$ cat src/rtl/hazard_ctrl_pkg.sv
// Shared types for the execute-stage hazard controller: forwarding selects,
// FSM states and the per-stage shadow scoreboard entry.
package hazard_ctrl_pkg;

  // Scoreboard rd field is sized for the widest supported register index.
  // Narrower indices are zero-extended before they are stored or compared.
  localparam int unsigned RD_MAX_W = 8;

  typedef enum logic [1:0] {
    FWD_RF  = 2'd0,
    FWD_MEM = 2'd1,
    FWD_WB  = 2'd2
  } fwd_sel_e;

  typedef enum logic [1:0] {
    RUN,
    LD_STALL,
    MEM_WAIT
  } hz_state_e;

  typedef struct packed {
    logic                valid;
    logic [RD_MAX_W-1:0] rd;
    logic                regwrite;
    logic                is_load;
    logic                is_mem;
  } sb_entry_t;

  localparam sb_entry_t SB_EMPTY = '0;

  // True when the entry will write a non-x0 register that matches r.
  function automatic logic sb_writes(input sb_entry_t e, input logic [RD_MAX_W-1:0] r);
    return e.valid & e.regwrite & (e.rd != '0) & (e.rd == r);
  endfunction

endpackage

$ cat src/rtl/hazard_ctrl_if.sv
// Pipeline <-> hazard controller signal bundle. With HAZARD_PERF_EN defined
// the bundle also carries the three performance counters.
interface hazard_ctrl_if #(
  parameter int unsigned RWIDTH = 5
);
  logic              id_valid_i;
  logic [RWIDTH-1:0] id_rs1_i;
  logic [RWIDTH-1:0] id_rs2_i;
  logic              id_use_rs1_i;
  logic              id_use_rs2_i;
  logic [RWIDTH-1:0] id_rd_i;
  logic              id_regwrite_i;
  logic              id_is_load_i;
  logic              id_is_mem_i;
  logic [RWIDTH-1:0] ex_rs1_i;
  logic [RWIDTH-1:0] ex_rs2_i;
  logic              brtaken_i;
  logic              dmem_ready_i;
  logic              stall_f_o;
  logic              stall_d_o;
  logic              stall_m_o;
  logic              flush_f_o;
  logic              flush_d_o;
  logic              pc_sel_o;
  logic [1:0]        fwd_a_o;
  logic [1:0]        fwd_b_o;
  logic              err_o;
`ifdef HAZARD_PERF_EN
  logic [31:0]       perf_ld_stall_o;
  logic [31:0]       perf_flush_o;
  logic [31:0]       perf_mem_wait_o;
`endif

  modport master (
    output id_valid_i, id_rs1_i, id_rs2_i, id_use_rs1_i, id_use_rs2_i,
           id_rd_i, id_regwrite_i, id_is_load_i, id_is_mem_i,
           ex_rs1_i, ex_rs2_i, brtaken_i, dmem_ready_i,
    input  stall_f_o, stall_d_o, stall_m_o, flush_f_o, flush_d_o,
           pc_sel_o, fwd_a_o, fwd_b_o, err_o
`ifdef HAZARD_PERF_EN
         , perf_ld_stall_o, perf_flush_o, perf_mem_wait_o
`endif
  );

  modport slave (
    input  id_valid_i, id_rs1_i, id_rs2_i, id_use_rs1_i, id_use_rs2_i,
           id_rd_i, id_regwrite_i, id_is_load_i, id_is_mem_i,
           ex_rs1_i, ex_rs2_i, brtaken_i, dmem_ready_i,
    output stall_f_o, stall_d_o, stall_m_o, flush_f_o, flush_d_o,
           pc_sel_o, fwd_a_o, fwd_b_o, err_o
`ifdef HAZARD_PERF_EN
         , perf_ld_stall_o, perf_flush_o, perf_mem_wait_o
`endif
  );

endinterface

$ cat src/rtl/hazard_ctrl_fwd_unit.sv
// ALU operand forwarding compare for one source register; MEM beats WB,
// loads in MEM are not forwardable and x0 is never forwarded.
module fwd_unit
  import hazard_ctrl_pkg::*;
(
  input  sb_entry_t           mem,
  input  sb_entry_t           wb,
  input  logic [RD_MAX_W-1:0] rs,
  output fwd_sel_e            sel
);

  always_comb begin
    sel = FWD_RF;
    if (sb_writes(mem, rs) && !mem.is_load) begin
      sel = FWD_MEM;
    end else if (sb_writes(wb, rs)) begin
      sel = FWD_WB;
    end
  end

endmodule

$ cat src/rtl/hazard_ctrl.sv
// Execute-stage hazard controller: shadow scoreboard, forwarding, load-use
// stall, branch flush and data-memory freeze. Optional macro: HAZARD_PERF_EN.
module hazard_ctrl
  import hazard_ctrl_pkg::*;
#(
  parameter int unsigned RWIDTH      = 5,
  parameter int unsigned MEM_TIMEOUT = 64
) (
  input  logic         clk,
  input  logic         reset,
  hazard_ctrl_if.slave hz
);

  localparam int unsigned CW = $clog2(MEM_TIMEOUT);
  localparam logic [CW-1:0] CNT_LAST = CW'(MEM_TIMEOUT - 1);

  sb_entry_t     ex_q, mem_q, wb_q, id_entry;
  hz_state_e     state;
  logic [CW-1:0] wait_cnt, cnt_nxt;
  logic          err_q;
  logic          frozen, branch, ld_use;
  fwd_sel_e      fwd_a, fwd_b;

  logic [RWIDTH-1:0]   id_rs1, id_rs2, id_rd, ex_rs1, ex_rs2;
  logic [RD_MAX_W-1:0] id_rs1_w, id_rs2_w, ex_rs1_w, ex_rs2_w;

  assign id_rs1   = hz.id_rs1_i;
  assign id_rs2   = hz.id_rs2_i;
  assign id_rd    = hz.id_rd_i;
  assign ex_rs1   = hz.ex_rs1_i;
  assign ex_rs2   = hz.ex_rs2_i;
  assign id_rs1_w = RD_MAX_W'(id_rs1);
  assign id_rs2_w = RD_MAX_W'(id_rs2);
  assign ex_rs1_w = RD_MAX_W'(ex_rs1);
  assign ex_rs2_w = RD_MAX_W'(ex_rs2);

  assign frozen = mem_q.valid & mem_q.is_mem & ~hz.dmem_ready_i;
  assign branch = ~frozen & ex_q.valid & hz.brtaken_i;
  assign ld_use = ~frozen & ~branch & ex_q.valid & ex_q.is_load & (ex_q.rd != '0)
                & hz.id_valid_i
                & ((hz.id_use_rs1_i & (id_rs1_w == ex_q.rd))
                 | (hz.id_use_rs2_i & (id_rs2_w == ex_q.rd)));

  always_comb begin
    id_entry          = SB_EMPTY;
    id_entry.valid    = hz.id_valid_i & ~(branch | ld_use);
    id_entry.rd       = RD_MAX_W'(id_rd);
    id_entry.regwrite = hz.id_regwrite_i;
    id_entry.is_load  = hz.id_is_load_i;
    id_entry.is_mem   = hz.id_is_mem_i;
  end

  // Counter restarts at 1 on entry to MEM_WAIT so it equals the number of
  // completed wait cycles, then saturates at MEM_TIMEOUT-1.
  always_comb begin
    cnt_nxt = wait_cnt;
    if (state != MEM_WAIT) begin
      cnt_nxt = CW'(1);
    end else if (wait_cnt != CNT_LAST) begin
      cnt_nxt = wait_cnt + CW'(1);
    end
  end

  always_ff @(posedge clk) begin
    if (reset) begin
      ex_q     <= SB_EMPTY;
      mem_q    <= SB_EMPTY;
      wb_q     <= SB_EMPTY;
      state    <= RUN;
      wait_cnt <= '0;
      err_q    <= 1'b0;
    end else if (frozen) begin
      state    <= MEM_WAIT;
      wait_cnt <= cnt_nxt;
      if (cnt_nxt == CNT_LAST) begin
        err_q <= 1'b1;
      end
    end else begin
      state    <= ld_use ? LD_STALL : RUN;
      wait_cnt <= '0;
      wb_q     <= mem_q;
      mem_q    <= ex_q;
      ex_q     <= id_entry;
    end
  end

  fwd_unit u_fwd_a (.mem(mem_q), .wb(wb_q), .rs(ex_rs1_w), .sel(fwd_a));
  fwd_unit u_fwd_b (.mem(mem_q), .wb(wb_q), .rs(ex_rs2_w), .sel(fwd_b));

  assign hz.stall_f_o = frozen | ld_use;
  assign hz.stall_d_o = frozen;
  assign hz.stall_m_o = frozen;
  assign hz.flush_f_o = branch;
  assign hz.flush_d_o = branch | ld_use;
  assign hz.pc_sel_o  = branch;
  assign hz.fwd_a_o   = fwd_a;
  assign hz.fwd_b_o   = fwd_b;
  assign hz.err_o     = err_q;

`ifdef HAZARD_PERF_EN
  logic [31:0] perf_ld_stall, perf_flush, perf_mem_wait;

  always_ff @(posedge clk) begin
    if (reset) begin
      perf_ld_stall <= '0;
      perf_flush    <= '0;
      perf_mem_wait <= '0;
    end else begin
      if (ld_use) perf_ld_stall <= perf_ld_stall + 32'd1;
      if (branch) perf_flush    <= perf_flush + 32'd1;
      if (frozen) perf_mem_wait <= perf_mem_wait + 32'd1;
    end
  end

  assign hz.perf_ld_stall_o = perf_ld_stall;
  assign hz.perf_flush_o    = perf_flush;
  assign hz.perf_mem_wait_o = perf_mem_wait;
`endif

endmodule

$ cat src/flat_wrapper.sv
// flat-port wrapper written by rule: the top's interface ports become plain ports
module hazard_ctrl_flat import hazard_ctrl_pkg::*;
#(
  parameter int unsigned RWIDTH      = 5,
  parameter int unsigned MEM_TIMEOUT = 64
)
  (clk, reset, hz_id_valid_i, hz_id_rs1_i, hz_id_rs2_i, hz_id_use_rs1_i, hz_id_use_rs2_i, hz_id_rd_i, hz_id_regwrite_i, hz_id_is_load_i, hz_id_is_mem_i, hz_ex_rs1_i, hz_ex_rs2_i, hz_brtaken_i, hz_dmem_ready_i, hz_stall_f_o, hz_stall_d_o, hz_stall_m_o, hz_flush_f_o, hz_flush_d_o, hz_pc_sel_o, hz_fwd_a_o, hz_fwd_b_o, hz_err_o);
  hazard_ctrl_if #(.RWIDTH(RWIDTH)) hz_i ();
  input  logic clk;
  input  logic reset;
  input wire logic [$bits(hz_i.id_valid_i)-1:0] hz_id_valid_i;
  input wire logic [$bits(hz_i.id_rs1_i)-1:0] hz_id_rs1_i;
  input wire logic [$bits(hz_i.id_rs2_i)-1:0] hz_id_rs2_i;
  input wire logic [$bits(hz_i.id_use_rs1_i)-1:0] hz_id_use_rs1_i;
  input wire logic [$bits(hz_i.id_use_rs2_i)-1:0] hz_id_use_rs2_i;
  input wire logic [$bits(hz_i.id_rd_i)-1:0] hz_id_rd_i;
  input wire logic [$bits(hz_i.id_regwrite_i)-1:0] hz_id_regwrite_i;
  input wire logic [$bits(hz_i.id_is_load_i)-1:0] hz_id_is_load_i;
  input wire logic [$bits(hz_i.id_is_mem_i)-1:0] hz_id_is_mem_i;
  input wire logic [$bits(hz_i.ex_rs1_i)-1:0] hz_ex_rs1_i;
  input wire logic [$bits(hz_i.ex_rs2_i)-1:0] hz_ex_rs2_i;
  input wire logic [$bits(hz_i.brtaken_i)-1:0] hz_brtaken_i;
  input wire logic [$bits(hz_i.dmem_ready_i)-1:0] hz_dmem_ready_i;
  output wire logic [$bits(hz_i.stall_f_o)-1:0] hz_stall_f_o;
  output wire logic [$bits(hz_i.stall_d_o)-1:0] hz_stall_d_o;
  output wire logic [$bits(hz_i.stall_m_o)-1:0] hz_stall_m_o;
  output wire logic [$bits(hz_i.flush_f_o)-1:0] hz_flush_f_o;
  output wire logic [$bits(hz_i.flush_d_o)-1:0] hz_flush_d_o;
  output wire logic [$bits(hz_i.pc_sel_o)-1:0] hz_pc_sel_o;
  output wire logic [$bits(hz_i.fwd_a_o)-1:0] hz_fwd_a_o;
  output wire logic [$bits(hz_i.fwd_b_o)-1:0] hz_fwd_b_o;
  output wire logic [$bits(hz_i.err_o)-1:0] hz_err_o;
  assign hz_i.id_valid_i = hz_id_valid_i;
  assign hz_i.id_rs1_i = hz_id_rs1_i;
  assign hz_i.id_rs2_i = hz_id_rs2_i;
  assign hz_i.id_use_rs1_i = hz_id_use_rs1_i;
  assign hz_i.id_use_rs2_i = hz_id_use_rs2_i;
  assign hz_i.id_rd_i = hz_id_rd_i;
  assign hz_i.id_regwrite_i = hz_id_regwrite_i;
  assign hz_i.id_is_load_i = hz_id_is_load_i;
  assign hz_i.id_is_mem_i = hz_id_is_mem_i;
  assign hz_i.ex_rs1_i = hz_ex_rs1_i;
  assign hz_i.ex_rs2_i = hz_ex_rs2_i;
  assign hz_i.brtaken_i = hz_brtaken_i;
  assign hz_i.dmem_ready_i = hz_dmem_ready_i;
  assign hz_stall_f_o = hz_i.stall_f_o;
  assign hz_stall_d_o = hz_i.stall_d_o;
  assign hz_stall_m_o = hz_i.stall_m_o;
  assign hz_flush_f_o = hz_i.flush_f_o;
  assign hz_flush_d_o = hz_i.flush_d_o;
  assign hz_pc_sel_o = hz_i.pc_sel_o;
  assign hz_fwd_a_o = hz_i.fwd_a_o;
  assign hz_fwd_b_o = hz_i.fwd_b_o;
  assign hz_err_o = hz_i.err_o;
  hazard_ctrl #(.RWIDTH(RWIDTH), .MEM_TIMEOUT(MEM_TIMEOUT)) u_core (.clk(clk), .reset(reset), .hz(hz_i));
endmodule
$ cat config.mk
export PLATFORM = sky130hd
export DESIGN_NAME = hazard_ctrl_flat
export DESIGN_NICKNAME = d
export VERILOG_FILES = /design/src/rtl/hazard_ctrl_pkg.sv /design/src/rtl/hazard_ctrl_if.sv /design/src/rtl/hazard_ctrl_fwd_unit.sv /design/src/rtl/hazard_ctrl.sv /design/src/flat_wrapper.sv
export SDC_FILE = /design/constraint.sdc
export NUM_CORES = 1
export LEC_CHECK = 0
export ABC_AREA = 1
export CAP_MARGIN = 20
export CELL_PAD_IN_SITES_DETAIL_PLACEMENT = 0
export CELL_PAD_IN_SITES_GLOBAL_PLACEMENT = 1
export CORE_UTILIZATION = 29
export CTS_BUF_LIST = sky130_fd_sc_hd__clkbuf_4
export DETAILED_ROUTE_END_ITERATION = 7
export GPL_TIMING_DRIVEN = 0
export PLACE_DENSITY_LB_ADDON = 0.1
export SLEW_MARGIN = 20
export SYNTH_ARGS = -nofsm -noshare
export SYNTH_HDL_FRONTEND = slang
export SYNTH_SLANG_ARGS = --single-unit
$ cat constraint.sdc
create_clock -name clk -period 1.8 [get_ports clk]
set_clock_uncertainty 0.1 [all_clocks]
set_input_delay 0.27 -clock clk [delete_from_list [all_inputs] [get_ports clk]]
set_output_delay 0.27 -clock clk [all_outputs]
set_load 0.005 [all_outputs]
# After elaboration in Yosys (flattened, before gate mapping)
# Index checks and enable logic that the tools add are counted.
# totals
regBits	34
input_bits	35
output_inout_bits	11
wordCells	72
# classes
n_addsub	1
n_eq_ne	9
n_mux	8
bitwise_logic	28
n_reduce_logical	9
# op_table
cell	n
== test 5 bit	6
nonzero test 8 bit	3
bitwise AND 1 bit	21
two-way mux 6 bit	2
two-way mux 2 bit	5
adder 6 x 1 -> 6 bit, second input constant	1
== test 6 bit, second input constant	1
inequality test 6 bit, second input constant	1
NOT 1 bit	4
OR reduction 2 bit	2
bitwise OR 1 bit	3
logical AND 1 bit	2
inequality test 2 bit, second input constant	1
AND reduction 2 bit	1
logical NOT 1 bit	1
two-way mux 1 bit	1

# Depth between registers and ports, before layout
# Gate-level depths: netlist (run 1).
# logic_depth
ltp_word	15
mapped_depth	10
mapped_depth_nobuf	10

# Hierarchy
# A second synthesis (run 1) with hierarchy kept.
# hier_totals
hier_cells	334
area_unflattened_um2	2162.1
# modules_own_cells
module	instances	cells_each	area_per_inst_um2	seq_area_each_um2
hazard_ctrl	1	206	1531.5	720.7
fwd_unit	2	64	315.3	0.0

# Least setup slack after synthesis (run 1)
# OpenSTA, ideal clock, no wires.
# synth_timing
path_kind	register to register
start	register u_core.wait_cnt[0]
end	register u_core.err_q, in the netlist u_core.hz.err_o
setup_time_ps	66
arrival_time_ps	1313
t_required_ps	1634
setup_slack_ps	321
path_stages_with_launch	10
path_cell_list	dfxtp_1 -> ha_1 -> inv_1 -> nor2_4 -> nand2_2 -> nand2_2 -> nand3_2 -> nor2_2 -> nand3_2 -> a21oi_2
# synth_via
elab_chain_cells	5
word_cells_on_any_way	6
# synth_lines
element	line_no	source
start, declared	hazard_ctrl.sv:19	logic [CW-1:0] wait_cnt, cnt_nxt;
start signal, assigned	hazard_ctrl.sv:74	wait_cnt <= cnt_nxt;
adder 6 x 1 -> 6 bit or inequality test 6 bit (tied branches)	hazard_ctrl.sv:60, hazard_ctrl.sv:59	
two-way mux 6 bit (*)	hazard_ctrl.sv:59	end else if (wait_cnt != CNT_LAST) begin
two-way mux 6 bit (*)	hazard_ctrl.sv:57	if (state != MEM_WAIT) begin
== test 6 bit (*)	hazard_ctrl.sv:75	if (cnt_nxt == CNT_LAST) begin
AND reduction 2 bit (no line) (*)	-	
end signal, assigned	hazard_ctrl.sv:71	err_q <= 1'b0;
end signal, assigned	hazard_ctrl.sv:76	err_q <= 1'b1;
end, declared	hazard_ctrl.sv:20	logic err_q;
# Every way passes the cells marked *; elsewhere a longest branch is shown, timed or not.
# A chain may end at the register's enable or synchronous reset.

# Worst setup path in the final report (run 1)
# layout_timing
start	register u_core.mem_q[6] (netlist name)
end	output port hz_fwd_a_o[1]
# layout_via
elab_chain_cells	5
word_cells_on_any_way	6
# layout_lines
element	line_no	source
start, declared	hazard_ctrl.sv:17	sb_entry_t ex_q, mem_q, wb_q, id_entry;
start signal, assigned	hazard_ctrl.sv:82	mem_q <= ex_q;
nonzero test 8 bit	hazard_ctrl_pkg.sv:33	return e.valid & e.regwrite & (e.rd != '0) & (e.rd == r);
bitwise AND 1 bit	hazard_ctrl_pkg.sv:33	
bitwise AND 1 bit (*)	hazard_ctrl_pkg.sv:33	
logical AND 1 bit (*)	hazard_ctrl_fwd_unit.sv:14	if (sb_writes(mem, rs) && !mem.is_load) begin
two-way mux 2 bit (*)	hazard_ctrl_fwd_unit.sv:14	
end, declared	flat_wrapper.sv:30	output wire logic [$bits(hz_i.fwd_a_o)-1:0] hz_fwd_a_o;
# Marks and branches as above.

==> run metrics, run 1 <==
outcome=complete, but fails checks; failing checks=negative setup slack; total area of sequential cells=704 um2; CTS tree=built; # DRC=0; aggregate global routing overflow=0; total iterations of the first detailed-routing run=4; post-synthesis to final-layout area growth=43.7%; CP Launch Type=flip-flop; worst rel slew slack=71.9%; TritonCTS buffer count=5; VDD IR max=262 uV; unrepaired setup endpoints after global routing=true; clock latency on the worst-skew pair=0.33 ns; total net switching power=0.378 mW; die boundary width=roughly 81 um; Post-Synthesis Net Count=between 200 and 300; buffers from clock root to sink, at most=2; worst setup path class=reg -> out; worst slew pin tran=0.421 ns; total of flip-flops plus latches after synthesis=34; switching power as a share of total power=26.5%; proportion of power drawn by flip-flops and latches=around 56%; master cell of the clock root buffer=sky130_fd_sc_hd__clkbuf_4; floorplan die area=6630 um2; final WL=4720 um; post-synth cell types=30; initial drt markers=77; number of top-level pins=46; number of buffers inserted for hold repair after clock tree synthesis=0; Worst R2R Setup Slack=~0.16 ns; effective utilization at floorplan=30.5%; cell family with the largest share of critical-path delay=flip-flops; GR Util All Layers=15.9%; buffers plus inverters on the worst setup path=3; leakage component of the power=~1.1 nW; total number of H-tree levels=2; critical path fanouts, max=3; warnings from Yosys=0; via count of the first global-routing pass=between 1500 and 2000; endpoints failing setup=5; Port-buffer cells=45; Clock Power Share=around 27%; max-slew violations=0; DR WL/cell=12.3 um; highest clock rate=roughly 500 MHz; critical path endpoint category=output pin; via density per instance=4.55; Nets=346; final period utilization=108%; first-pass GRT wire length=7910 um; mean post-synth cell area=7.55 um2; height of the chip=81.4 um; Final min period=between 1.5 and 2 ns; area of the multi-input gates=1060 um2; Slowest-stage cell, CP=sky130_fd_sc_hd__dfxtp_4; setup slack after layout=-0.153 ns; sequential fraction of the synthesis area=between 30% and 40%; mapped cell area=1830 um2; final HPWL from detailed placement=3490 um; Req. time, crit path=1.43 ns; Core Region=5990 um2; site row count=28; Post-Synthesis Cells=242; number of antenna violations at the first check in global routing=0; Antenna diodes=0; Worst path most repeated cell=sky130_fd_sc_hd__nor2_1; Clock transition at path regs=0.10 ns; part of the power in combinational logic=17.5%; cell-by-cell trace of the critical path=inv_2, nand3_2, o311ai_4, nor2_1, buf_4, nor2_1, buf_2; cell-internal power=1.05 mW; number of failing hold endpoints at the final stage=0; ratio of cells with drive above 1 in the final layout=27.5%; global placer's final weighted congestion=0.745; post-placement worst setup slack=-0.520 ns; Critical Path Max Stage Delay=~0.36 ns; power density of the placed cells=544 nW/um2; class of the tightest hold or removal check=reg -> reg; Via Count=approximately 1700; number of antenna-violating nets in the routed design=0; final core utilization=43.8%; largest net degree at the start of global routing=15; clock sink count=34; CP Data Arrival Time=1.58 ns; number of violations of the max-capacitance limit=0; number of fill cells=645; Final Power=1.43 mW
[layout by cell type, fill, tap and decap left out, types with 4 or more instances in the layout]
| cell | count |
|---|---|
| sky130_fd_sc_hd__nand3_2 | 4 |
| sky130_fd_sc_hd__clkbuf_4 | 5 |
| sky130_fd_sc_hd__nand3_1 | 18 |
| sky130_fd_sc_hd__inv_1 | 28 |
| sky130_fd_sc_hd__clkdlybuf4s50_1 | 33 |
| sky130_fd_sc_hd__buf_6 | 5 |
| sky130_fd_sc_hd__dfxtp_1 | 23 |
| sky130_fd_sc_hd__buf_4 | 17 |
| sky130_fd_sc_hd__dfxtp_2 | 7 |
| sky130_fd_sc_hd__nand2_1 | 33 |
| sky130_fd_sc_hd__xor2_1 | 17 |
| sky130_fd_sc_hd__inv_2 | 7 |
| sky130_fd_sc_hd__nor2_2 | 4 |
| sky130_fd_sc_hd__dfxtp_4 | 4 |
| sky130_fd_sc_hd__xnor2_1 | 9 |
| sky130_fd_sc_hd__nand4_1 | 8 |
| sky130_fd_sc_hd__o21ai_0 | 4 |
| sky130_fd_sc_hd__o22ai_1 | 8 |
| sky130_fd_sc_hd__dlygate4sd2_1 | 5 |
| sky130_fd_sc_hd__buf_2 | 7 |
| sky130_fd_sc_hd__o21ai_1 | 11 |
| sky130_fd_sc_hd__nand2_2 | 6 |
| sky130_fd_sc_hd__nor2_1 | 20 |
[logic make-up (layout without fill, tap and decap cells)]
family | Yosys count | count (layout) | share of synthesized area (%)
fa+ha+maj | 1 | 1 | 0.684
flops | 34 | 34 | 37.2
buf+inv | 42 | 109 | 9.72
xor+xnor | 27 | 27 | 12.9
compound gates | 31 | 31 | 9.58
simple gates | 107 | 107 | 29.8
[through the flow]
| stage | instance area (um2) | cells | TNS [ns] | hold slack [ns] |
|---|---|---|---|---|
| after floorplan | 1830 | 242 | 0 | 0.232 |
| after global placement | 2370 | 362 | -5.05 | 0.341 |
| after detailed placement | 2370 | 362 | -5.16 | 0.347 |
| after CTS | 2590 | 382 | -0.467 | 0.361 |
| after global routing | 2630 | 384 | -1.09 | 0.373 |
| final | 2630 | 384 | -0.420 | 0.360 |
[synth_stat cells]
| master | number | area [um2] |
|---|---|---|
| sky130_fd_sc_hd__nand2_1 | 36 | 135 |
| sky130_fd_sc_hd__dfxtp_1 | 34 | 681 |
| sky130_fd_sc_hd__inv_1 | 31 | 116 |
| sky130_fd_sc_hd__nor2_1 | 23 | 86.3 |
| sky130_fd_sc_hd__nand3_1 | 19 | 95.1 |
| sky130_fd_sc_hd__xor2_1 | 17 | 149 |
| sky130_fd_sc_hd__xnor2_1 | 10 | 87.6 |
| sky130_fd_sc_hd__o21ai_1 | 9 | 45.0 |
| sky130_fd_sc_hd__nand4_1 | 8 | 50.1 |
| sky130_fd_sc_hd__o22ai_1 | 8 | 50.1 |
| sky130_fd_sc_hd__o21ai_0 | 6 | 30.0 |
| sky130_fd_sc_hd__a21oi_1 | 5 | 25.0 |
| sky130_fd_sc_hd__inv_2 | 5 | 18.8 |
| sky130_fd_sc_hd__nand2_2 | 4 | 25.0 |
| sky130_fd_sc_hd__nor3_1 | 4 | 20.0 |
| sky130_fd_sc_hd__buf_4 | 3 | 22.5 |
| sky130_fd_sc_hd__nand3_2 | 3 | 30.0 |
| sky130_fd_sc_hd__nor2_2 | 2 | 12.5 |
| sky130_fd_sc_hd__nor2_4 | 2 | 22.5 |
| sky130_fd_sc_hd__nor2_8 | 2 | 40.0 |
| sky130_fd_sc_hd__or2_2 | 2 | 12.5 |
| sky130_fd_sc_hd__a21oi_2 | 1 | 8.76 |
| sky130_fd_sc_hd__buf_2 | 1 | 5.00 |
| sky130_fd_sc_hd__buf_6 | 1 | 11.3 |
| sky130_fd_sc_hd__clkbuf_1 | 1 | 3.75 |
| sky130_fd_sc_hd__ha_1 | 1 | 12.5 |
| sky130_fd_sc_hd__nor3_2 | 1 | 10.0 |
| sky130_fd_sc_hd__nor4_1 | 1 | 6.26 |
| sky130_fd_sc_hd__o21a_1 | 1 | 7.51 |
| sky130_fd_sc_hd__o311ai_0 | 1 | 8.76 |
[registers in the layout, indices dropped and copies added (netlist names)]
name             count
u_core.wb_q          7
u_core.hz.err_o      1
u_core.state         2
u_core.ex_q          9
u_core.wait_cnt      6
u_core.mem_q         9
[worst register-to-register path: stages, from the launching register on]
cell and delay (ns):
sky130_fd_sc_hd__dfxtp_1 0.41, sky130_fd_sc_hd__ha_2 0.24, sky130_fd_sc_hd__inv_1 0.07, sky130_fd_sc_hd__nor2_4 0.14, sky130_fd_sc_hd__nand2_2 0.11, sky130_fd_sc_hd__nand2_2 0.09, sky130_fd_sc_hd__nand3_2 0.09, sky130_fd_sc_hd__nor2_2 0.14
sky130_fd_sc_hd__nand3_2 0.08, sky130_fd_sc_hd__a21oi_2 0.12
[path summary, 6_finish.rpt]
kind	startpoint	end	depth (start not counted)
worst max-delay path	u_core.mem_q[6]$_SDFFE_PP0N_	hz_fwd_a_o[1]	7
worst min register to register	u_core.ex_q[0]$_SDFFE_PP0N_	u_core.mem_q[0]$_SDFFE_PP0N_	2
worst max register to register	u_core.wait_cnt[1]$_SDFF_PP0_	u_core.hz.err_o$_SDFFE_PP0P_	9
worst min-delay path	u_core.ex_q[0]$_SDFFE_PP0N_	u_core.mem_q[0]$_SDFFE_PP0N_	2
[power groups by stage]
stage / Combinational (mW) / Sequential, mW / Clock (mW)
finish: 0.250 / 0.797 / 0.383
global route: 0.276 / 0.802 / 0.432
CTS: 0.248 / 0.797 / 0.392
detailed placement: 0.216 / 0.817 / 0
global placement: 0.216 / 0.817 / 0
floorplan: 0.101 / 0.810 / 0
[area by class of cell]
type	instances	share of cell area [%]
inverter	36	5.24
sequential	34	26.8
multi-input combinational	166	40.2
clock inverter	1	0.143
buffer	5	1.48
clock buffer	5	1.43
timing repair buffer	62	21.1
tap	75	3.57
[layer usage]
| metal | up-vias | share of wire (%) | wire (um) | track usage (%) |
|---|---|---|---|---|
| met4 | 0 | 1.1 | 54 | 4.82 |
| met3 | 7 | 5.1 | 239 | 2.92 |
| met2 | 39 | 43 | 2020 | 23.9 |
| met5 | - | 0 | 0 | 0 |
| met1 | 789 | 51 | 2400 | 22.7 |
| li1 | 911 | - | - | - |
[repair_timing]
item | 4_1_cts | 5_1_grt
resized for setup | 70 | 9
setup endpoints to repair | 10 | 9
pin swaps | 12 | 5
buffers inserted | 15 | 2
No activity file was read; power rests on OpenSTA's default activity.
==> inputs of run 2 (changes only) <==
--- a/config.mk
+++ b/config.mk
@@ -9,7 +9,7 @@
 export CAP_MARGIN = 20
 export CELL_PAD_IN_SITES_DETAIL_PLACEMENT = 0
 export CELL_PAD_IN_SITES_GLOBAL_PLACEMENT = 1
-export CORE_UTILIZATION = 29
+export CORE_UTILIZATION = 30
 export CTS_BUF_LIST = sky130_fd_sc_hd__clkbuf_4
 export DETAILED_ROUTE_END_ITERATION = 7
 export GPL_TIMING_DRIVEN = 0
==> run 2 against run 1 <==
  * Sequential cell count is the same
  * Fmax grew 1.9%
  * Hold slack lost 0.0037 ns
  * Clock power grew 50%
  * Non-clock buffer count shrank 1
  * The flow still finishes with violations (negative setup slack)
  * Global-route usage shrank 0.11 points
  * Critical path depth grew 2
  * Largest power group unchanged
  * Final cell count grew 0.26%
  * Final area grew 1.1%
==> run metrics, run 2 (synthesized netlist as in run 1, its figures left out) <==
ratio of cells with drive above 1 in the final layout=27.7% (+0.23 points); worst hold path endpoint=u_core.wb_q[11]$_SDFFE_PP0N_; cell family with the largest share of critical-path delay=simple AND/OR/NAND/NOR gates; endpoints failing setup=5 (unchanged); Critical path origin=u_core.ex_q[4]$_SDFFE_PP0N_; worst slew pin tran=0.423 ns (+0.00272 ns); Core Region=5890 um2 (-1.8%); unrepaired setup endpoints after global routing=true; highest signal layer in the routed design=met4; hold-critical path depth=2 (unchanged); most common cell after layout, fill and taps aside=sky130_fd_sc_hd__clkdlybuf4s50_1; startpoint of the most critical register-to-register path=u_core.mem_q[11]$_SDFFE_PP0N_; # DRC=0 (unchanged); worst rel slew slack=71.7% (-0.18 points); largest net degree at the start of global routing=15 (unchanged); met3 routed WL=176 um (-26%); number of antenna violations at the first check in global routing=0 (unchanged); Port-buffer cells=45 (unchanged); total iterations of the first detailed-routing run=4 (unchanged); number of fill cells=641 (-0.62%); cell-by-cell trace of the critical path=inv_2, or2_2, nand2_1, a21oi_1, nand3_1, nand2_1, nand2_2, nand2_1, buf_2; sum of routed wire segments on met1=2270 um (-5.3%); first-pass GRT wire length=7650 um (-3.2%); post-synthesis to final-layout area growth=45.3%; worst reg2reg path depth=9 (unchanged); Final min period=1.92 ns (-0.0370 ns); max-slew violations=0 (unchanged); Worst path most repeated cell=sky130_fd_sc_hd__nand2_1; Via Count=1700 (-2.6%); CP Launch Type=flip-flop; outcome=complete, but fails checks; final HPWL from detailed placement=3450 um (-1.1%); class of the tightest hold or removal check=reg -> reg; Setup TNS Final=-0.277 ns (+0.143 ns); final cell count without fillers=385 (+0.26%); critical path fanouts, max=4 (+1); power density of the placed cells=609 nW/um2 (+12%); post-placement worst setup slack=-0.558 ns (-0.0382 ns); highest clock rate=522 MHz (+1.9%); setup slack after layout=-0.116 ns (+0.0370 ns); floorplan die area=6410 um2 (-3.3%); number of antenna-violating nets in the routed design=0 (unchanged); GR Util All Layers=15.8% (-0.11 points); Clock transition at path regs=0.11 ns (about the same); clock latency on the worst-skew pair=0.34 ns (about the same); buffers plus inverters on the worst setup path=2 (-1); DR WL/cell=11.9 um (-3.2%); die boundary width=80.1 um (-1.6%); clock sink count=34 (unchanged); number of failing hold endpoints at the final stage=0 (unchanged); via count of the first global-routing pass=1637 (-0.61%); Antenna diodes=0 (unchanged); most used cells in the layout excluding fill and tap cells=34 x sky130_fd_sc_hd__clkdlybuf4s50_1, 32 x sky130_fd_sc_hd__nand2_1, 27 x sky130_fd_sc_hd__inv_1; number of top-level pins=46 (unchanged); final WL=4580 um (-2.9%); origin of the worst min-delay path=u_core.wb_q[11]$_SDFFE_PP0N_; effective utilization at floorplan=31.1% (+0.54 points); worst setup path class=reg -> out; failing checks=negative setup slack; critical path endpoint category=output pin; Nets=345 (-0.29%); cell total after placement=362 (unchanged); VDD IR max=330 uV (+26%); endpoint of the lowest-slack register-to-register path=u_core.wb_q[4]$_SDFFE_PP0N_; aggregate global routing overflow=0 (unchanged); site row count=28 (unchanged); TritonCTS buffer count=5 (unchanged); height of the chip=80.1 um (-1.6%); Worst R2R Setup Slack=0.15 ns (about the same); initial drt markers=69 (-10%); Slowest-stage cell, CP=sky130_fd_sc_hd__dfxtp_2; final period utilization=106% (-2.1 points); CP Data Arrival Time=1.55 ns (-0.03 ns); total number of H-tree levels=2 (unchanged); global placer's final weighted congestion=0.755 (+1.3%); leakage component of the power=1.12 nW (-0.16%); routed length on met2=2060 um (+1.7%); largest registers=u_core.ex_q: 9 flops, u_core.mem_q: 9 flops, u_core.wb_q: 7 flops; CTS tree=built; buffers from clock root to sink, at most=2 (unchanged); master cell of the clock root buffer=sky130_fd_sc_hd__clkbuf_4; Critical Path Max Stage Delay=0.37 ns (about the same); number of violations of the max-capacitance limit=0 (unchanged); via density per instance=4.42 (-2.9%); Req. time, crit path=1.43 ns (about the same)
[run 2: cell types whose count changed in the layout (fill, tap and decap cells not counted), sizes merged]
cell           before  now
dlygate4sd2         5    2
bufinv              0    1
clkbuf              5    6
clkinv              1    0
clkdlybuf4s15       0    1
clkdlybuf4s50      33   34
clkinvlp            0    1
[run 2: through the flow]
step	total power [mW]	util [%]	instance area [um2]	hold slack (ns)
5_1_grt	1.69	45.1	2660	0.380
6_report	1.62	45.1	2660	0.356
3_3_place_gp	1.03	40.3	2370	0.343
3_5_place_dp	1.03	40.3	2370	0.348
4_1_cts	1.63	44.0	2590	0.365
2_1_floorplan	0.911	-	1830	0.232
[run 2: power by group]
| group | switching [mW] | internal (mW) | total (mW) |
|---|---|---|---|
| clock network | 0.267 | 0.308 | 0.575 |
| logic | 0.102 | 0.141 | 0.243 |
| registers | 0.0235 | 0.776 | 0.799 |
| total | 0.392 | 1.22 | 1.62 |
[run 2: layer usage]
layer  global-route usage (%)  vias up
li1                         -      919
met3                     3.86        6
met1                     20.8      743
met5                        0        -
met4                     5.89        0
met2                     24.7       32
[run 2: what timing repair did]
action                                  4_1_cts  5_1_grt
pin swaps                                    13       11
hold buffers                                  0        0
resized for setup                            63       16
buffers inserted                             11        5
endpoints found under the setup margin       10       15
[run 2: worst max path at each step]
stage,depth (start not counted),to
floorplan,9,u_core.hz.err_o$_SDFFE_PP0P_
global placement,8,hz_stall_f_o
detailed placement,8,hz_stall_f_o
CTS,7,hz_fwd_a_o[1]
global route,9,hz_flush_d_o
finish,9,hz_flush_d_o
[run 2: cell type report]
class	instances	area (um2)	share of cell area, %
Multi-Input combinational cell	166	1040	39.1
Timing Repair Buffer	61	556	20.9
Tap cell	75	93.8	3.53
Clock inverter	2	37.5	1.41
Buffer	5	42.5	1.60
Sequential cell	34	701	26.4
Clock buffer	6	45.0	1.70
Inverter	36	143	5.37
[run 2: worst register-to-register path: stages (launching register included)]
cell and delay [ns]:
sky130_fd_sc_hd__dfxtp_4 0.37, sky130_fd_sc_hd__nand2_4 0.06, sky130_fd_sc_hd__nor2_4 0.04, sky130_fd_sc_hd__buf_4 0.12, sky130_fd_sc_hd__buf_6 0.11, sky130_fd_sc_hd__buf_4 0.13
sky130_fd_sc_hd__inv_4 0.16, sky130_fd_sc_hd__nand2_2 0.14, sky130_fd_sc_hd__buf_4 0.20, sky130_fd_sc_hd__o22ai_1 0.15
==> inputs of run 3 (changes only) <==
--- a/config.mk
+++ b/config.mk
@@ -9,6 +9,7 @@
 export CAP_MARGIN = 20
 export CELL_PAD_IN_SITES_DETAIL_PLACEMENT = 0
 export CELL_PAD_IN_SITES_GLOBAL_PLACEMENT = 1
+export CORE_MARGIN = 3
 export CORE_UTILIZATION = 30
 export CTS_BUF_LIST = sky130_fd_sc_hd__clkbuf_4
 export DETAILED_ROUTE_END_ITERATION = 7
==> run 3 against run 2 <==
  * The run still ends with negative setup slack left
  * Worst setup slack worse by 0.016 ns
  * Routed wire length is 5.3% higher
  * Via count rose by 2.7%
  * Clock power is 30% lower
  * First-iteration DRC count increased by 26%
  * Largest cell class unchanged
==> run metrics, run 3 (synthesized netlist as in run 1, its figures left out) <==
outcome=complete, but fails checks; failing checks=negative setup slack; met1 track demand over resource=19.0% (-1.8 points); class of the tightest hold or removal check=reg -> reg; number of antenna violations at the first check in global routing=0 (unchanged); worst hold slack=0.358 ns (+0.00189 ns); final non-filler cell area=2660 um2 (+0.24%); die boundary width=84.1 um (+5.0%); VDD IR max=289 uV (-12%); # DRC=0 (unchanged); GR met2 Demand/Resource=21.5% (-3.2 points); Slowest-stage cell, CP=sky130_fd_sc_hd__clkdlybuf4s50_1; setup slack after layout=-0.132 ns (-0.0157 ns); proportion of power drawn by flip-flops and latches=54.9% (+5.5 points); largest net degree at the start of global routing=15 (unchanged); Core Region=5710 um2 (-3.0%); Req. time, crit path=1.43 ns (about the same); cell-internal power=1.07 mW (-13%); Clock Power Share=27.6% (-8.0 points); effective utilization at floorplan=32.0% (+0.96 points); height of the chip=84.1 um (+5.0%); cell family with the largest share of critical-path delay=buffers and inverters; critical path endpoint category=output pin; ratio of cells with drive above 1 in the final layout=30.2% (+2.5 points); clock sink count=34 (unchanged); part of the power in combinational logic=17.5% (+2.5 points); unrepaired setup endpoints after global routing=true; Critical Path Max Stage Delay=0.48 ns (+0.11 ns); Final min period=1.93 ns (+0.0157 ns); final period utilization=107% (+0.87 points); area post-placement=2370 um2 (-0.16%); GR Util All Layers=14.0% (-1.8 points); worst setup path class=in -> out; cell-by-cell trace of the critical path=clkdlybuf4s50_1, xor2_2, nor2_1, nand4_1, nor2_1, buf_4, nor2_2, buf_2; Worst path most repeated cell=sky130_fd_sc_hd__nor2_1; DR WL/cell=12.6 um (+5.8%); aggregate global routing overflow=0 (unchanged); global routing met3 resource utilization=4.54% (+0.68 points); number of fill cells=616 (-3.9%); largest registers=u_core.ex_q: 9 flops, u_core.mem_q: 9 flops, u_core.wb_q: 7 flops; number of antenna-violating nets in the routed design=0 (unchanged); site row count=27 (-3.6%); master cell of the clock root buffer=sky130_fd_sc_hd__clkbuf_4; number of violations of the max-capacitance limit=0 (unchanged); number of failing hold endpoints at the final stage=0 (unchanged); first-pass GRT wire length=7960 um (+4.1%); via density per instance=4.56 (+3.2%); Antenna diodes=0 (unchanged); layer carrying the most global-route usage=met2; most used cells in the layout excluding fill and tap cells=32 x sky130_fd_sc_hd__nand2_1, 32 x sky130_fd_sc_hd__clkdlybuf4s50_1, 27 x sky130_fd_sc_hd__inv_1; worst slew pin tran=0.400 ns (-0.0238 ns); leakage component of the power=1.12 nW (+0.37%); floorplan die area=7070 um2 (+10%); total net switching power=0.390 mW (-0.61%); global placer's final weighted congestion=0.739 (-2.1%); post-synthesis to final-layout area growth=45.7%; buffers plus inverters on the worst setup path=3 (+1); CTS tree=built; cell total after placement=359 (-0.83%); Final Power=1.46 mW (-9.9%); max-slew violations=0 (unchanged); CP Data Arrival Time=1.56 ns (about the same); endpoints failing setup=5 (unchanged); switching power as a share of total power=26.8% (+2.5 points); clock latency on the worst-skew pair=0.33 ns (about the same); via count of the first global-routing pass=1671 (+2.1%); Port-buffer cells=45 (unchanged); power density of the placed cells=547 nW/um2 (-10%); final core utilization=46.6% (+1.5 points); TritonCTS buffer count=5 (unchanged); initial drt markers=87 (+26%); final WL=4820 um (+5.3%); CP Launch Type=input pin; final HPWL from detailed placement=3550 um (+2.9%); critical path fanouts, max=2 (-2); worst rel slew slack=73.3% (+1.6 points); Nets=346 (+0.29%); buffers from clock root to sink, at most=2 (unchanged); highest clock rate=518 MHz (-0.81%); total iterations of the first detailed-routing run=4 (unchanged); total number of H-tree levels=2 (unchanged); Via Count=1746 (+2.7%); Clock transition at path regs=0.11 ns (about the same); number of top-level pins=46 (unchanged); final cell count without fillers=383 (-0.52%)
-- run 3: routing by layer --
metal / wire [um] / share of wire (%) / vias up
met4: 15 / 0.31 / 0
met2: 2180 / 45 / 35
li1: - / - / 919
met3: 234 / 4.9 / 2
met5: 0 / 0 / -
met1: 2390 / 50 / 790
-- run 3: cell type report --
type                       instances  area [um2]  area share (%)
buffer                             4        31.3            1.17
clock inverter                     3        16.3           0.611
sequential                        34         707            26.6
clock buffer                       5        37.5            1.41
tap                               72        90.1            3.38
timing repair buffer              63         564            21.2
multi-input combinational        166        1080            40.5
inverter                          36         138            5.17
-- run 3: tightest hold or removal path, stage by stage, from the launching register on --
cell,delay [ns]
sky130_fd_sc_hd__dfxtp_1,0.31
sky130_fd_sc_hd__inv_1,0.06
sky130_fd_sc_hd__a21oi_1,0.06
-- run 3: repair_timing --
item,4_1_cts,5_1_grt
setup buffers,14,4
resized for setup,71,17
setup endpoints to repair,10,9
pin swaps,14,9
hold buffers,0,0
-- run 3: final timing paths --
path                                      start                      endpoint  slack [ns]  depth (start not counted)
setup / recovery                 hz_ex_rs2_i[3]                 hz_fwd_b_o[1]       -0.13                          8
hold / removal      u_core.ex_q[0]$_SDFFE_PP0N_  u_core.mem_q[0]$_SDFFE_PP0N_        0.36                          2
setup reg to reg  u_core.wait_cnt[1]$_SDFF_PP0_  u_core.hz.err_o$_SDFFE_PP0P_        0.15                          9
hold reg to reg     u_core.ex_q[0]$_SDFFE_PP0N_  u_core.mem_q[0]$_SDFFE_PP0N_        0.36                          2
-- run 3: stage by stage --
step	worst slack [ns]	setup TNS, ns
detailed placement	-0.545	-5.10
floorplan	0.321	0
global route	-0.227	-1.10
global placement	-0.539	-5.03
finish	-0.132	-0.416
CTS	-0.137	-0.433
-- run 3: power groups by stage --
stage / combinational (mW) / clock, mW / sequential (mW)
after detailed placement: 0.215 / 0 / 0.817
after floorplan: 0.101 / 0 / 0.810
after CTS: 0.245 / 0.430 / 0.799
after global placement: 0.215 / 0 / 0.817
after global routing: 0.279 / 0.456 / 0.803
final: 0.256 / 0.402 / 0.799
